`config.mk`:
```
export PLATFORM = sky130hd
export DESIGN_NAME = mux_scan_collector
export DESIGN_NICKNAME = d
export VERILOG_FILES = /design/src/rtl/mux_scan_collector.sv
export SDC_FILE = /design/constraint.sdc
export NUM_CORES = 1
export LEC_CHECK = 0
export ABC_AREA = 1
export ABC_CLOCK_PERIOD_IN_PS = 2110
export CAP_MARGIN = 0
export CORE_MARGIN = 1.5
export CORE_UTILIZATION = 25
export DETAILED_ROUTE_END_ITERATION = 6
export GPL_TIMING_DRIVEN = 0
export PLACE_DENSITY_LB_ADDON = 0.25
export SLEW_MARGIN = 20
export SYNTH_ARGS = -nofsm -noshare
export SYNTH_HDL_FRONTEND = slang
export SYNTH_SLANG_ARGS = --single-unit
```
`constraint.sdc`:
```
create_clock -name clk -period 2.11 [get_ports clk]
set_clock_uncertainty 0.15 [all_clocks]
set_input_delay 0.422 -clock clk [delete_from_list [all_inputs] [get_ports clk]]
set_output_delay 0.422 -clock clk [all_outputs]
set_load 0.02 [all_outputs]
```
`src/rtl/mux_scan_collector.sv`:
```
// mux_scan_collector: walks the 32:1 bit-select mux through a run of codes and packs the samples into one word.
// Latency: valid rises Nc cycles after the start edge. Start-to-start spacing is at least Nc+2 cycles.
// Backpressure: the word is held in HOLD with valid=1 until ready; start is ignored unless the block is idle.
// Optional feature: define MUX_SCAN_PARITY_EN to add the registered even-parity output.
module mux_scan_collector #(
  parameter int SEL_W = 5,
  parameter int N     = 32
) (
  input  logic             clk,
  input  logic             rst_n,
  input  logic             start,
  input  logic [SEL_W-1:0] first,
  input  logic [SEL_W:0]   count,
  output logic [SEL_W-1:0] opcode,
  input  logic             y,
  output logic             busy,
  output logic [N-1:0]     data,
  output logic             valid,
  input  logic             ready
`ifdef MUX_SCAN_PARITY_EN
  ,
  output logic             parity
`endif
);

  localparam int CW = SEL_W + 1;

  typedef enum logic [1:0] {IDLE, SCAN, HOLD} state_t;

  state_t           state_q;
  logic [SEL_W-1:0] opcode_q;
  logic [CW-1:0]    k_q;
  logic [CW-1:0]    nc_q;
  logic [CW-1:0]    nc_d;
  logic [N-1:0]     data_q;
  logic             valid_q;
  logic             busy_q;
`ifdef MUX_SCAN_PARITY_EN
  logic             parity_q;
`endif

  // Saturate the requested count: 0 and anything above N mean a full word.
  always_comb begin
    nc_d = count;
    if (count == '0 || count > CW'(N)) begin
      nc_d = CW'(N);
    end
  end

  // Scan sequencer: load on start, one sample per cycle, hold the word until it is taken.
  always_ff @(posedge clk or negedge rst_n) begin
    if (!rst_n) begin
      state_q  <= IDLE;
      opcode_q <= '0;
      k_q      <= '0;
      nc_q     <= '0;
      data_q   <= '0;
      valid_q  <= 1'b0;
      busy_q   <= 1'b0;
`ifdef MUX_SCAN_PARITY_EN
      parity_q <= 1'b0;
`endif
    end else begin
      case (state_q)
        IDLE: begin
          if (start) begin
            opcode_q <= first;
            k_q      <= '0;
            nc_q     <= nc_d;
            data_q   <= '0;
            busy_q   <= 1'b1;
`ifdef MUX_SCAN_PARITY_EN
            parity_q <= 1'b0;
`endif
            state_q  <= SCAN;
          end
        end
        SCAN: begin
          // y reflects the opcode driven during the cycle that is ending now.
          data_q[k_q[SEL_W-1:0]] <= y;
          k_q      <= k_q + CW'(1);
          opcode_q <= opcode_q + SEL_W'(1);
`ifdef MUX_SCAN_PARITY_EN
          // Unwritten bits stay 0, so a running XOR equals the parity of the whole word.
          parity_q <= parity_q ^ y;
`endif
          if (k_q == nc_q - CW'(1)) begin
            valid_q <= 1'b1;
            state_q <= HOLD;
          end
        end
        HOLD: begin
          // A start seen on the handshake edge is dropped, not queued.
          if (ready) begin
            valid_q <= 1'b0;
            busy_q  <= 1'b0;
            state_q <= IDLE;
          end
        end
        default: begin
          state_q <= IDLE;
        end
      endcase
    end
  end

  assign opcode = opcode_q;
  assign busy   = busy_q;
  assign data   = data_q;
  assign valid  = valid_q;
`ifdef MUX_SCAN_PARITY_EN
  assign parity = parity_q;
`endif

endmodule

```
======== Yosys cells after proc, flatten, opt, wreduce, memory -nomap -nowiden ========
Cells that the tools add are included.
word-level totals
  register bits after elaboration ......... 53
  bits of input ports ..................... 16
  output and inout port bits .............. 39
  logic and storage cells ................. 50
operators by class
  add/sub/neg operators ................... 3
  $lt $le $gt $ge ......................... 3
  equal/unequal tests ..................... 6
  muxes and demuxes ....................... 19
  reduce and logical (&&, ||, !) cells .... 12
operators with widths
  cell                                                         number
  case mux 32 bit (2 select lines)                             1
  bitwise mux 32 bit                                           1
  two-way mux 32 bit                                           1
  two-way mux 6 bit                                            2
  case mux 6 bit (2 select lines)                              1
  case mux 5 bit (2 select lines)                              1
  AND reduction 3 bit                                          3
  adder 6 x 1 -> 6 bit (second input constant)                 1
  == test 6 bit                                                1
  greater-than comparator 6 bit (second input constant)        1
  zero test 6 bit                                              1
  less-than comparator 5 x 6 -> 1 bit (second input constant)  1
  two-way mux 2 bit                                            3
  inequality test 2 bit (second input constant)                3
  case mux 2 bit (3 select lines)                              1
  nonzero test 2 bit                                           3
  subtractor 6 x 1 -> 6 bit (second input constant)            1
  adder 5 x 1 -> 5 bit (second input constant)                 1
  demux 1 bit (select 5 bit)                                   1
  >= comparator 5 x 1 -> 1 bit (second input constant)         1
  two-way mux 5 bit                                            1
  two-way mux 1 bit                                            4
  case mux 1 bit (2 select lines)                              2
  AND reduction 2 bit                                          2
  5 further kinds                                              5

======== Depth between registers and ports, before layout ========
Gate-level depths: netlist (run 1).
  depth in word-level cells ............... 6
  depth in mapped cells ................... 11
  mapped depth without buffers ............ 11

======== Worst setup path after synthesis (run 1) ========
No wires, ideal clock.
  path kind ............................... reg2reg
  start ................................... register nc_q[0]
  end ..................................... register state_q[0]
  setup time .............................. 0.121 ns
  arrival ................................. 1.237 ns
  data required time ...................... 1.839 ns
  path slack .............................. 0.603 ns
  stages on the path, launching flop included .. 11
  buffers on the path ..................... 0
  clock period less this slack ............ 1.507 ns
  cell sequence ........................... dfrtp_1 -> inv_1 -> ha_1 -> nand2_1 -> nand2_1 -> nor2_1 -> nand2_1 -> nor2_1 -> nand3_1 -> nand2_1 -> nand2_1
between the ends
  longest elaborated chain between the ends .. 4
ends and longest elaborated chain
  what                             line  RTL
  start, declared                  33    logic [CW-1:0] nc_q;
  start signal, assigned           69    nc_q <= nc_d;
  subtractor 6 x 1 -> 6 bit        87    if (k_q == nc_q - CW'(1)) begin
  == test 6 bit                    87
  inequality test 2 bit (no line)  --
  AND reduction 3 bit (no line)    --
  end signal, assigned             89    state_q <= HOLD;
  end signal, assigned             97    state_q <= IDLE;
  end signal, assigned             101   state_q <= IDLE;
  end, declared                    30    state_t state_q;
Every way passes these cells.
A chain may end at the register's enable or synchronous reset.

======== Worst setup path after layout (run 1) ========
  start ................................... register opcode_q[2], in the netlist opcode[2]
  end ..................................... output port opcode[2]
RTL lines
  what                    line  RTL
  start, declared         31    logic [SEL_W-1:0] opcode_q;
  start signal, assigned  67    opcode_q <= first;
  start signal, assigned  82    opcode_q <= opcode_q + SEL_W'(1);
  end, declared           14    output logic [SEL_W-1:0] opcode,
No word-level cell between the ends.

==> results of run 1 <==
==> final cells by class <==
class	count	area share, %
buffer	8	1.39
clock buffer	5	1.91
multi-input combinational	242	31.9
inverter	66	7.04
sequential	53	36.8
clock inverter	3	1.21
tap	140	4.86
timing repair buffer	54	14.9
==> worst max path at each step <==
stage,from,to,slack (ps),cells after the start
6_report,opcode[2]$_DFFE_PN0P_,opcode[2],140,1
5_1_grt,opcode[2]$_DFFE_PN0P_,opcode[2],80,1
4_1_cts,opcode[2]$_DFFE_PN0P_,opcode[2],130,1
3_5_place_dp,start,opcode[0]$_DFFE_PN0P_,110,6
3_3_place_gp,rst_n,data[25]$_DFFE_PN0P_,-1300,1
2_1_floorplan,nc_q[0]$_DFFE_PN0P_,state_q[0]$_DFFE_PN0P_,600,10
==> power by group through the flow <==
stage,Combinational [uW],Clock (uW),Sequential (uW)
after floorplan,1430,0,1970
after global placement,2660,0,1710
after global routing,3030,784,1740
final,2660,724,1680
after detailed placement,2690,0,1700
after CTS,2700,749,1690
==> synth_stat cells (all sizes together) <==
| cell type | count |
|---|---|
| nand2 | 142 |
| inv | 60 |
| dfrtp | 53 |
| o21ai | 36 |
| nand3 | 18 |
| nor2 | 13 |
| buf | 6 |
| clkinv | 6 |
| ha | 6 |
| o211ai | 4 |
| o22ai | 4 |
| a21oi | 3 |
| a22oi | 3 |
| a31oi | 3 |
| nor3 | 3 |
| xnor2 | 3 |
| xor2 | 3 |
| clkbuf | 2 |
| nand4 | 1 |
==> logic make-up (layout without fill, tap and decap cells) <==
group / Yosys count / after routing / share of synthesized area [%]
AOI/OAI and AO/OA: 53 / 53 / 10.5
DFF: 53 / 53 / 47.7
xor gates and xnor gates: 6 / 6 / 1.89
buffers and inverters: 74 / 136 / 10.9
and+or+nand+nor: 177 / 177 / 26.3
adders and majority gates: 6 / 6 / 2.70
==> routing by layer <==
| layer | vias up | routed length [um] |
|---|---|---|
| li1 | 1265 | - |
| met1 | 1113 | 3380 |
| met2 | 55 | 3100 |
| met3 | 5 | 289 |
| met4 | 0 | 94 |
| met5 | - | 0 |
==> registers in the layout, summed over array words and instances, names as in the netlist <==
register	count
busy	1
data	32
k_q	6
nc_q	6
opcode	5
state_q	2
valid	1
==> per-stage QoR <==
| step | util, % | worst slack [ps] | area [um^2] | std cells |
|---|---|---|---|---|
| global route | 33.3 | 75.9 | 3610 | 571 |
| detailed placement | 32.2 | 114 | 3490 | 563 |
| finish | 33.3 | 139 | 3610 | 571 |
| floorplan | - | 603 | 2780 | 369 |
| CTS | 33.3 | 128 | 3610 | 571 |
| global placement | 32.3 | -1300 | 3500 | 563 |
==> qor.yml, run 1 <==
reg2reg_to: "state_q[0]$_DFFE_PN0P_"
hold_buffers: 0
place_hpwl_um: 4960
clock-sinks: 53
cp.required_ps: 1540
avgRoutedWirePerCell_um: 12.0
ir_drop_v: 0.000386
p_switching_uw: 2230
diodes: 0
drt_wl_total_um: 6860
p_comb_share_pct: 52.5
hold_path_class: "input port to async pin"
initial_utilization_pct: 25.7
clock_latency_ps: 320
io_pins: 55
worstPathCellList: "clkdlybuf4s50_1"
critical_path_arrival_ps: 1400
cts_made_buffers: 5
syn_inst: 369
grt_util_met2_pct: 20.8
whs_ps: -8.95
seq_area_mm2: 0.00133
setup-violations-final: 0
synth_largest_area_cell: "dfrtp_1"
ff2ff_setup_slack_ps: 390
cts.reportedPaths.clkPinSlew_ps: 100
port_buffers: 54
rr_worst_depth: 11
intPower_uw: 2830
fill_cells: 1208
num_rows: 38
cts_tree: "done"
overflow: 0
rr_startpoint: "nc_q[0]$_DFFE_PN0P_"
cap_viol_max_count: 0
antenna_found_initial: 0
root_buffer: "clkbuf_8"
synth_nets: 391
tns_ps: 0
cp.buffers_inverters: 1
use_met1_pct: 17.1
syn_area_mm2: 0.00278
clockBufferDepth: 2
yosys_warnings: 0
avgViaCountPerCell: 4.27
slew_headroom_pct: 53.4
p_total_uw: 5060
synth_area_per_cell_um2: 7.54
p_seq_share_pct: 33.2
p_per_area_mw_per_mm2: 1400
max_stage_delay_ps: 640
synth_area_leaders: "dfrtp_1 (48%), nand2_1 (19%), inv_1 (7.6%)"
grt_pass1_wl_um: 11600
cp-start-kind: "flip-flop"
violations: "negative hold slack"
fp.coreArea_mm2: 0.0108
post-route-period-util_pct: 93.4
cp-end-kind: "output pin"
cts.htree.levels: 2
drt_iter0_drc: 106
dieWidth_um: 108
synth_cell_types: 30
leakagePower_uw: 0.00194
pwr-share-clk_pct: 14.3
max_slew.worst_pin.slew_ps: 698
place_congestion: 0.732
post_cts_resized: 0
drv_slew: 0
die-area_mm2: 0.0118
status: "finished with violations"
nNetsFinal: 452
grt_max_degree: 54
area_delta_synth_final_pct: 29.7
cp_top_family: "buffers and inverters"
layout-drive-gt1-share_pct: 6.73
yosysSeqAreaShare_pct: 47.7
crit_fanout: 5
use_met3_pct: 2.23
post-route-min-period_ps: 1970
vias: 2438
max_freq_mhz: 507
track_usage_pct: 12.7
fp.dieH_um: 108
final_cell_mix: "nand2_1 (141), inv_1 (56), dfrtp_1 (53), clkdlybuf4s50_1 (53), o21ai_0 (22)"
critical_path_class: "flip-flop to output pin"
drc: 0
rsz0062_at_grt: "false"
dr.pass1.iters: 4
crit_path_top_delay_cell: "clkdlybuf4s50_1"
busiest_layer: "met2"
ys_ff_latch: 53
postCtsSetupRepairBufs: 0
ant_nets: 0
layout_commonest_cell: "nand2_1"
finalHoldViolCount: 16
multi_input_area_mm2: 0.00115
synth_top_cell_area_share_pct: 47.7
grt_pass1_vias: 2427
swShare_pct: 44.0
(Power assumes the default switching activity.)
==> run 2: changes to the inputs <==
Settings changed: SETUP_SLACK_MARGIN from default to 0.2.
==> run 2 against run 1 <==
- the flow still finishes with violations (negative hold slack)
- core utilization rose by 0.40 points
- register-to-register slack improved by 80 ps
- largest cell class unchanged
- cell count rose by 0.18%
- fmax rose by 6.0%
- largest power group unchanged
- global-route usage rose by 0.051 points
- hold slack improved by 2.5 ps
- worst setup slack improved by 110 ps
- clock power barely moved
- flip-flop and latch count did not move
- sequential power barely moved
==> qor.yml, run 2 (synthesis gave the netlist of run 1 again) <==
drt_wl_total_um: 6880  # was 6860 um
worstPathCellList: "clkdlybuf4s50_1"  # unchanged
track_usage_pct: 12.8  # was 12.7%
place_congestion: 0.732  # unchanged
finalNonFillerCells: 572  # was 571
post-route-period-util_pct: 88.2  # was 93.4%
ir_drop_v: 0.000368  # was 0.000386 V
fp.dieH_um: 108  # unchanged
critical_path_class: "flip-flop to output pin"  # unchanged
initial_utilization_pct: 25.7  # unchanged
root_buffer: "clkbuf_8"  # unchanged
seq_area_mm2: 0.00133  # unchanged
layout_commonest_cell: "nand2_1"  # unchanged
antenna_found_initial: 0  # unchanged
nNetsFinal: 453  # was 452
setup-violations-final: 0  # unchanged
cap_viol_max_count: 0  # unchanged
clock_latency_ps: 320  # about the same
max_stage_delay_ps: 610  # was 640 ps
final_cell_mix: "nand2_1 (141), inv_1 (56), dfrtp_1 (53), clkdlybuf4s50_1 (26), o21ai_0 (22)"  # was nand2_1 (141), inv_1 (56), dfrtp_1 (53), clkdlybuf4s50_1 (53), o21ai_0 (22)
grt_max_degree: 54  # unchanged
hold_path_class: "input port to async pin"  # unchanged
ant_nets: 0  # unchanged
max_freq_mhz: 538  # was 507 MHz
die-area_mm2: 0.0118  # unchanged
finalHoldViolCount: 15  # was 16
drt_iter0_drc: 101  # was 106
clock-sinks: 53  # unchanged
cp-start-kind: "flip-flop"  # unchanged
p_per_area_mw_per_mm2: 1370  # was 1400 mW/mm^2
fill_cells: 1213  # was 1208
cp.required_ps: 1540  # about the same
io_pins: 55  # unchanged
vias: 2427  # was 2438
cts.reportedPaths.clkPinSlew_ps: 110  # was 100 ps
grt_pass1_vias: 2432  # was 2427
overflow: 0  # unchanged
critical_path_arrival_ps: 1290  # was 1400 ps
cts_made_buffers: 5  # unchanged
avgRoutedWirePerCell_um: 12.0  # about the same
crit_path_top_delay_cell: "clkdlybuf4s50_1"  # unchanged
drc: 0  # unchanged
clockBufferDepth: 2  # unchanged
rsz0062_at_grt: "false"  # unchanged
dp.cells: 563  # unchanged
slew_headroom_pct: 53.5  # was 53.4%
place_hpwl_um: 4960  # unchanged
grt_pass1_wl_um: 11700  # was 11600 um
violations: "negative hold slack"  # unchanged
dr.pass1.iters: 4  # unchanged
fin_util_pct: 33.7  # was 33.3%
diodes: 0  # unchanged
cts.htree.levels: 2  # unchanged
cts_tree: "done"  # unchanged
leakagePower_uw: 0.00226  # was 0.00194 uW
whs_ps: -6.44  # was -8.95 ps
status: "finished with violations"  # unchanged
cp.buffers_inverters: 1  # unchanged
layout-drive-gt1-share_pct: 7.18  # was 6.73%
dieWidth_um: 108  # unchanged
crit_fanout: 2  # was 5
cp_top_family: "buffers and inverters"  # unchanged
area_delta_synth_final_pct: 31.3  # was 29.7%
post-route-min-period_ps: 1860  # was 1970 ps
fp.coreArea_mm2: 0.0108  # unchanged
port_buffers: 54  # unchanged
max_slew.worst_pin.slew_ps: 697  # was 698 ps
multi_input_area_mm2: 0.00115  # about the same
largest_register_ffs: 32  # unchanged
drv_slew: 0  # unchanged
num_rows: 38  # unchanged
avgViaCountPerCell: 4.24  # was 4.27
cp-end-kind: "output pin"  # unchanged
-- run 2: changes by cell type in the layout (fill, tap and decap cells not counted) --
cell / previous run / this run
buf_4: 3 / 4
dlygate4sd2_1: 0 / 9
dlymetal6s2s_1: 0 / 18
clkdlybuf4s50_1: 53 / 26
nor2_2: 2 / 3
nor2_1: 9 / 8
-- run 2: layout make-up --
class / count / area share, %
buffer: 8 / 1.37
clock buffer: 5 / 1.88
timing repair buffer: 55 / 15.9
clock inverter: 3 / 1.20
multi-input combinational: 242 / 31.6
sequential: 53 / 36.3
tap: 140 / 4.80
inverter: 66 / 6.96
-- run 2: routing by layer --
| layer | track usage [%] | share of wire (%) | routed length, um |
|---|---|---|---|
| met4 | 4.04 | 1.4 | 96 |
| met3 | 2.23 | 4.0 | 274 |
| met5 | 0 | 0 | 0 |
| met1 | 17.1 | 49 | 3400 |
| met2 | 20.9 | 45 | 3110 |
-- run 2: path summary, 6_finish.rpt --
path                                     start                     end  cells after the start  slack, ps
setup reg to reg           nc_q[0]$_DFFE_PN0P_  state_q[0]$_DFFE_PN0P_                     11        470
hold / removal                           rst_n    data[12]$_DFFE_PN0P_                      1         -6
max in group asynchronous                rst_n    data[23]$_DFFE_PN0P_                      1       1360
hold reg to reg               busy$_DFFE_PN0P_        busy$_DFFE_PN0P_                      2        330
min in group clk              busy$_DFFE_PN0P_        busy$_DFFE_PN0P_                      2        330
setup / recovery           data[4]$_DFFE_PN0P_                 data[4]                      1        250
-- run 2: power breakdown --
part / switching [uW] / internal [uW]
Combinational: 1590 / 1030
Clock: 368 / 357
Sequential: 274 / 1390
Total: 2230 / 2780
-- run 2: what timing repair did --
item / 4_1_cts / 5_1_grt
setup endpoints to repair: 9 / 21
hold buffers: 0 / 0
pin swaps: 0 / 1
endpoints found under the hold margin: 0 / 0
buffers inserted: 0 / 1
gates resized for setup: 9 / 19
gates cloned: 0 / 0
-- run 2: stage by stage --
step	area [um^2]	TNS, ps	hold WS (ps)	setup slack (ps)	total power [uW]
CTS	3600	0	18.7	202	5090
global placement	3500	-68800	315	-1300	4360
detailed placement	3490	0	310	114	4400
finish	3650	0	-6.44	250	5000
floorplan	2780	0	-23.6	603	3400
global route	3650	0	42.1	207	5500
